--- config.mk ---
export PLATFORM = sky130hd
export DESIGN_NAME = bit_serial_alu
export DESIGN_NICKNAME = d
export VERILOG_FILES = /design/src/rtl/bit_serial_alu_pkg.sv /design/src/rtl/alu_bit_cell.sv /design/src/rtl/bit_serial_alu.sv
export SDC_FILE = /design/constraint.sdc
export NUM_CORES = 1
export LEC_CHECK = 0
export ABC_AREA = 1
export BUFFER_PORTS_ARGS = -buffer_cell sky130_fd_sc_hd__buf_4
export CAP_MARGIN = 5
export CORE_ASPECT_RATIO = 0.9
export CORE_MARGIN = 2
export CORE_UTILIZATION = 58
export DETAILED_ROUTE_END_ITERATION = 7
export PLACE_DENSITY_LB_ADDON = 0.05
export SKIP_CTS_REPAIR_TIMING = 1
export SLEW_MARGIN = 20
export SYNTH_ARGS = -nofsm -noshare
export SYNTH_HDL_FRONTEND = slang
export SYNTH_SLANG_ARGS = --single-unit
--- constraint.sdc ---
create_clock -name clk -period 2.76 [get_ports clk]
set_clock_uncertainty 0.15 [all_clocks]
set_input_delay 0.552 -clock clk [delete_from_list [all_inputs] [get_ports clk]]
set_output_delay 0.552 -clock clk [all_outputs]
set_load 0.01 [all_outputs]
--- src/rtl/bit_serial_alu_pkg.sv ---
// Shared opcodes and FSM state type for the bit-serial ALU.
package bit_serial_alu_pkg;

    localparam logic [1:0] OP_AND = 2'd0;
    localparam logic [1:0] OP_OR  = 2'd1;
    localparam logic [1:0] OP_ADD = 2'd2;
    localparam logic [1:0] OP_SUB = 2'd3;

    typedef enum logic [1:0] {
        StIdle = 2'd0,
        StRun  = 2'd1,
        StDone = 2'd2
    } state_e;

endpackage

--- src/rtl/alu_bit_cell.sv ---
// One-bit ALU cell: AND/OR/ADD/SUB on a single bit slice with carry in/out.
module alu_bit_cell
    import bit_serial_alu_pkg::*;
(
    input  logic       a_bit,
    input  logic       b_bit,
    input  logic       cin,
    input  logic [1:0] op,
    output logic       r,
    output logic       cout
);

    logic b_eff;

    always_comb begin
        b_eff = (op == OP_SUB) ? ~b_bit : b_bit;
        r     = 1'b0;
        cout  = 1'b0;
        unique case (op)
            OP_AND: r = a_bit & b_eff;
            OP_OR:  r = a_bit | b_eff;
            default: begin
                r    = a_bit ^ b_eff ^ cin;
                cout = (a_bit & b_eff) | (a_bit & cin) | (b_eff & cin);
            end
        endcase
    end

endmodule

--- src/rtl/bit_serial_alu.sv ---
// Bit-serial ALU top: FSM, operand shift registers, carry and output registers.
// Define BIT_SERIAL_ALU_FLAGS_EN to build the Z/C/V flag registers; otherwise flags read 0.
module bit_serial_alu
    import bit_serial_alu_pkg::*;
#(
    parameter int unsigned WIDTH = 8
) (
    input  logic             clk,
    input  logic             rst,
    input  logic             start,
    input  logic [1:0]       op,
    input  logic [WIDTH-1:0] a,
    input  logic [WIDTH-1:0] b,
    output logic             busy,
    output logic             done,
    output logic [WIDTH-1:0] result,
    output logic             flag_z,
    output logic             flag_c,
    output logic             flag_v
);

    localparam int unsigned CntW = $clog2(WIDTH) + 1;
    localparam logic [CntW-1:0] LastBit = CntW'(WIDTH - 1);

    state_e           state_q, state_d;
    logic [WIDTH-1:0] a_q, a_d;
    logic [WIDTH-1:0] b_q, b_d;
    logic [WIDTH-1:0] acc_q, acc_d;
    logic [WIDTH-1:0] result_q, result_d;
    logic [1:0]       op_q, op_d;
    logic             carry_q, carry_d;
    logic [CntW-1:0]  cnt_q, cnt_d;

    logic             cell_r;
    logic             cell_cout;
    logic [WIDTH-1:0] acc_next;
    logic             last_bit;

    alu_bit_cell u_cell (
        .a_bit (a_q[0]),
        .b_bit (b_q[0]),
        .cin   (carry_q),
        .op    (op_q),
        .r     (cell_r),
        .cout  (cell_cout)
    );

    assign acc_next = {cell_r, acc_q[WIDTH-1:1]};
    assign last_bit = (state_q == StRun) && (cnt_q == LastBit);

    always_comb begin
        state_d  = state_q;
        a_d      = a_q;
        b_d      = b_q;
        acc_d    = acc_q;
        result_d = result_q;
        op_d     = op_q;
        carry_d  = carry_q;
        cnt_d    = cnt_q;
        unique case (state_q)
            StIdle: begin
                if (start) begin
                    a_d     = a;
                    b_d     = b;
                    op_d    = op;
                    carry_d = (op == OP_SUB);
                    cnt_d   = '0;
                    state_d = StRun;
                end
            end
            StRun: begin
                acc_d   = acc_next;
                a_d     = {1'b0, a_q[WIDTH-1:1]};
                b_d     = {1'b0, b_q[WIDTH-1:1]};
                carry_d = cell_cout;
                cnt_d   = cnt_q + 1'b1;
                if (last_bit) begin
                    result_d = acc_next;
                    state_d  = StDone;
                end
            end
            StDone:  state_d = StIdle;
            default: state_d = StIdle;
        endcase
    end

    always_ff @(posedge clk) begin
        if (rst) begin
            state_q  <= StIdle;
            a_q      <= '0;
            b_q      <= '0;
            acc_q    <= '0;
            result_q <= '0;
            op_q     <= OP_AND;
            carry_q  <= 1'b0;
            cnt_q    <= '0;
        end else begin
            state_q  <= state_d;
            a_q      <= a_d;
            b_q      <= b_d;
            acc_q    <= acc_d;
            result_q <= result_d;
            op_q     <= op_d;
            carry_q  <= carry_d;
            cnt_q    <= cnt_d;
        end
    end

    assign busy   = (state_q != StIdle);
    assign done   = (state_q == StDone);
    assign result = result_q;

`ifdef BIT_SERIAL_ALU_FLAGS_EN
    logic flag_z_q, flag_z_d;
    logic flag_c_q, flag_c_d;
    logic flag_v_q, flag_v_d;

    // carry_q in the last RUN cycle is the carry into the MSB; op_q[1] marks ADD/SUB.
    always_comb begin
        flag_z_d = flag_z_q;
        flag_c_d = flag_c_q;
        flag_v_d = flag_v_q;
        if (last_bit) begin
            flag_z_d = (acc_next == '0);
            flag_c_d = op_q[1] & cell_cout;
            flag_v_d = op_q[1] & (carry_q ^ cell_cout);
        end
    end

    always_ff @(posedge clk) begin
        if (rst) begin
            flag_z_q <= 1'b0;
            flag_c_q <= 1'b0;
            flag_v_q <= 1'b0;
        end else begin
            flag_z_q <= flag_z_d;
            flag_c_q <= flag_c_d;
            flag_v_q <= flag_v_d;
        end
    end

    assign flag_z = flag_z_q;
    assign flag_c = flag_c_q;
    assign flag_v = flag_v_q;
`else
    assign flag_z = 1'b0;
    assign flag_c = 1'b0;
    assign flag_v = 1'b0;
`endif

endmodule

---- After elaboration in Yosys (flattened, before gate mapping) ----
Index checks and enable logic that the tools add are counted.
word-level totals
  bits in registers ....................... 41
  input port bits ......................... 21
  output and inout port bits .............. 13
  word-level logic and storage cells ...... 50
operators by class
  add/subtract/negate cells ............... 1
  eq/ne operators ......................... 8
  multiplexer cells ....................... 14
  bitwise gates (word level) .............. 9
  reductions and logical operators ........ 10
operator list
  kind                                                                   number
  8-bit case mux with 2 select lines                                     2
  8-bit two-way mux                                                      2
  4-bit case mux with 2 select lines                                     1
  2-bit AND reduction                                                    4
  2-bit equality test, second input constant                             3
  4-bit by 1-bit adder with 4-bit output, second input constant          1
  2-bit by 1-bit equality test with 1-bit output, second input constant  2
  4-bit by 3-bit equality test with 1-bit output, second input constant  1
  2-bit zero test                                                        2
  2-bit two-way mux                                                      2
  4-bit two-way mux                                                      1
  2-bit inequality test, second input constant                           2
  1-bit case mux with 2 select lines                                     2
  2-bit case mux with 2 select lines                                     1
  2-bit nonzero test                                                     2
  1-bit bitwise AND                                                      3
  1-bit two-way mux                                                      3
  1-bit bitwise OR                                                       3
  2-bit OR reduction                                                     1
  1-bit XOR                                                              2
  1-bit logical AND                                                      1
  1-bit inverter                                                         1

---- Depth between registers and ports, before layout ----
  depth in word-level cells ............... 7
  gate-level depth with buffers ........... 10
  mapped depth without buffers ............ 10

---- Modules after synthesis ----
From an unflattened synthesis, not the netlist that was laid out.
second synthesis, totals
  cells, all modules ...................... 269
  area total of the unflattened synthesis .. 1908.1 µm²
by module, submodules not included
  module          times used  cells an instance  area an instance (µm²)  seq. area each (µm²)
  bit_serial_alu  1           249                1794.2                  800.8
  alu_bit_cell    1           20                 113.9                   0.0

---- Worst setup path before layout ----
No wires, ideal clock.
  path type ............................... reg-to-reg
  start point ............................. register op_q[1]
  end point ............................... register result_q[7], in the netlist result[7]
  setup time .............................. 0.109 ns
  data arrival time ....................... 1.308 ns
  data required time ...................... 2.501 ns
  path slack .............................. 1.193 ns
  stages on the path, launching flop included .. 9
  buffers on the path ..................... 0
  period minus slack after synthesis ...... 1.567 ns
  path through ............................ dfxtp_1 nand2_1 xor2_1 inv_1 fa_1 nand2_1 nand3_1 nand2_1 inv_1
on the way
  longest elaborated chain between the ends .. 5
  elaborated cells between the ends (all ways) .. 9
  classes of those cells .................. 2 x eq/ne; 2 x mux; 4 x bitwise; 1 x reduce/logical
ends and longest elaborated chain
  item                                  line                   text
  from (decl)                           bit_serial_alu.sv:30   logic [1:0] op_q, op_d;
  from (signal assigned)                bit_serial_alu.sv:103  op_q <= op_d;
  2-bit equality test                   alu_bit_cell.sv:16     b_eff = (op == OP_SUB) ? ~b_bit : b_bit;
  1-bit two-way mux                     alu_bit_cell.sv:16
  1-bit XOR (2 in series)               alu_bit_cell.sv:23     r = a_bit ^ b_eff ^ cin;
  1-bit case mux with 2 select lines *  alu_bit_cell.sv:19     unique case (op)
  to (signal assigned)                  bit_serial_alu.sv:102  result_q <= result_d;
  to (decl)                             bit_serial_alu.sv:29   logic [WIDTH-1:0] result_q, result_d;
Mark *: on every way between the ends. The rest lies on a longest branch, timed or not.
A chain may end at the register's enable or synchronous reset.

---- Worst setup path in the final report ----
  start point ............................. register state_q[1]
  end point ............................... output port done
on the way
  longest elaborated chain between the ends .. 1
ends and longest elaborated chain
  item                    line                   text
  from (decl)             bit_serial_alu.sv:25   state_e state_q, state_d;
  from (signal assigned)  bit_serial_alu.sv:89   state_q <= StIdle;
  from (signal assigned)  bit_serial_alu.sv:98   state_q <= state_d;
  2-bit equality test     bit_serial_alu.sv:110  assign done = (state_q == StDone);
  to (decl)               bit_serial_alu.sv:15   output logic done,
Every way passes these cells.

==> impl_metrics.csv <==
group,metric,value,unit
status,outcome,"completed",
grt,grt_pass1_vias,1237,
setup_path,crit_fanout,5,
worst_hold_path,whs_endpoint,"cnt_q[1]",
synthesis,yosysTopAreaCell,"dfxtp_1",
flow_run,drv_cap,0,
pwr,internal_power,800,uW
clock_tree,ctsHtreeMaxLevel,2,
pwr,power_density,538,nW/um^2
synthesis,yosys.area.top_type_share,0.452,
drt,first_pass_iters,4,
floorplan,ios,34,
pwr,p_sw,306,uW
setup_path,cp-start-kind,"register",
setup_path,cp_data_arrival_time,1050,ps
setup_path,cp_slowest_stage_delay,400,ps
worst_hold_path,worstHoldStart,"rst",
setup_path,r2r_start,"op_q[0]",
grt,grt_pass1_wl,5690,um
grt,track_usage,0.207,
setup_path,slowest_stage,"dfxtp_1",
sta,finalHoldViolCount,0,
finish,n_fill_cell,301,
place,dp_cells,311,
place,globalplace.congestion,0.801,
synthesis,ys_ff_latch,40,
sta,timing.fmax,572,MHz
synthesis,synth_cell_type_count,22,
pwr,p_leak,0.976,nW
pwr,peakVddDrop,360,uV
pwr,pwr-share-clk,0.279,
floorplan,die_w,62.3,um
synthesis,avgSynthCellArea,7.15,um^2
drt,drc,0,
place,io_buffer_count,30,
clock_tree,clock_sinks,40,
sta,rsz0062_at_grt,"false",
setup_path,setup.worst_path.class,"register to output pin",
finish,nNetsFinal,301,
synthesis,ys_top_cells_by_area,"dfxtp_1 45%, nand2_1 14%, o21ai_0 7.9%",
pwr,switching_share,0.276,
pwr,p_seq_frac,0.575,
drt,detail-route-antenna-nets,0,
drt,wl_per_cell,10.5,um
synthesis,yosys_warnings,0,
setup_path,cp.required,2060,ps
finish,regArea,801,um^2
clock_tree,cts_buffer_depth,2,
drt,vias_per_cell,4.81,
grt,antenna_found_initial,0,
synthesis,synth_cells,248,
sta,drv_slew,0,
clock_tree,clk_pin_slew,110,ps
setup_path,r2r_setup_slack,1050,ps
clock_tree,cts_tree,"yes",
synthesis,synth_area,1770,um^2
setup_path,reg2reg_depth,8,
floorplan,die_h,56.5,um
setup_path,worst_setup_path_end_kind,"output pin",
synthesis,ys_top_cells_by_count,"66 x nand2_1, 40 x dfxtp_1, 35 x nor2_1",
drt,totalWireLength,3350,um
floorplan,start_util,0.592,
finish,multi_input_area,818,um^2
floorplan,dieArea,3520,um^2
drt,drtIter0Drc,81,
worst_hold_path,min_path_type,"input port to register",
synthesis,ys.flop_type,"dfxtp_1",
finish,syn_to_final_growth,15.9,%
worst_hold_path,hold_depth,2,
clock_tree,root_buffer,"clkbuf_4",
grt,grt_max_degree,28,
grt,grt_overflow,0,
place,post-dp-hpwl,2230,um
sta,fin_crit,1750,ps
setup_path,r2r-end,"acc_q[7]",
floorplan,core-area,3000,um^2
clock_tree,clkLatencyLatePin,350,ps
synthesis,yosys.cell_count.top_type,"nand2_1",
sta,setup-tns-final,0,ps
pwr,p_comb_frac,0.146,
setup_path,worstPathCellList,"inv_2 > nor2_1 > buf_4",
finish,layout-drive-gt1-share,0.173,
finish,layout.cells.non_filler,319,
sta,setup_viol,0,
synthesis,synth-seq-area-share,0.452,
floorplan,rows,19,
drt,vias,1535,
synthesis,synth_edf_count,0,
finish,antenna_cells,0,
synthesis,synth-async-reset-ratio,0,
clock_tree,numCtsBuffers,5,
sta,period_share,0.633,
-- placed cells by master, fill, tap and decap left out --
cell / count
nand2_1: 66
a21oi_1: 15
nand2_2: 1
fa_1: 1
nor2_1: 35
dfxtp_1: 40
nand3_1: 15
clkbuf_8: 1
clkinv_2: 2
a211oi_2: 1
inv_1: 18
ha_1: 3
o21ai_1: 3
xor2_1: 1
clkbuf_4: 5
nand4_1: 1
o21ai_0: 28
inv_2: 2
buf_4: 33
nor2_4: 2
conb_1: 3
o21ai_2: 1
-- per-layer routing --
metal | part of all wire | wire length, um | up-vias | track usage
li1 | - | - | 838 | -
met3 | 0.043 | 145 | 7 | 0.0601
met4 | 0.018 | 62 | 0 | 0.0952
met2 | 0.43 | 1430 | 30 | 0.307
met5 | 0 | 0 | - | 0
met1 | 0.51 | 1720 | 660 | 0.280
-- metrics by stage --
stage	power (mW)	hold slack (ps)	util	instance area, um^2	worst slack [ps]
after global routing	1.17	249	0.686	2060	935
final	1.11	260	0.686	2060	1010
after CTS	1.11	254	0.686	2060	998
after detailed placement	0.810	308	0.666	1990	998
after global placement	0.808	311	0.666	1990	1010
after floorplan	0.765	285	-	1780	1190
-- worst max-delay path by stage --
stage	start	end	slack, ps	depth (start not counted)
floorplan	op_q[1]	result[7]	1190	8
global placement	rst	acc_q[4]	1010	5
detailed placement	rst	acc_q[4]	1000	5
CTS	state_q[1]	done	1000	3
global route	state_q[1]	done	930	3
finish	state_q[1]	done	1010	3
-- flip-flops by register name, summed over array words and instances, names as in the netlist --
signal,cells
a_q,8
b_q,8
result,8
acc_q,7
cnt_q,4
op_q,2
state_q,2
carry_q,1
-- layout make-up --
type / instances / area share
flip-flops and latches: 40 / 0.390
multi-input cells: 176 / 0.398
inverters: 20 / 0.0365
clock inverters: 2 / 0.00487
clock buffers: 6 / 0.0250
well taps: 42 / 0.0256
repair buffers: 33 / 0.121
-- critical path: cells and delay by family (launching register included) --
kind                   cells  cell delay, ps
buffers and inverters      2             210
DFF                        1             400
and+or+nand+nor            1              90
-- cells by family (layout without fill, tap and decap cells) --
family	Yosys count	count (layout)	share of synthesized area
simple gates	120	120	0.276
compound gates	48	48	0.142
flops	40	40	0.452
buf+inv	34	61	0.0910
fa+ha+maj	4	4	0.0325
other cells	1	3	0.00212
xor+xnor	1	1	0.00494
-- power by group through the flow --
stage	Clock, mW	Combinational [mW]	Sequential (mW)
after global routing	0.337	0.188	0.640
after detailed placement	0	0.162	0.648
after CTS	0.316	0.164	0.635
after global placement	0	0.160	0.648
final	0.308	0.162	0.636
after floorplan	0	0.123	0.643
No activity file was read; power rests on OpenSTA's default activity.
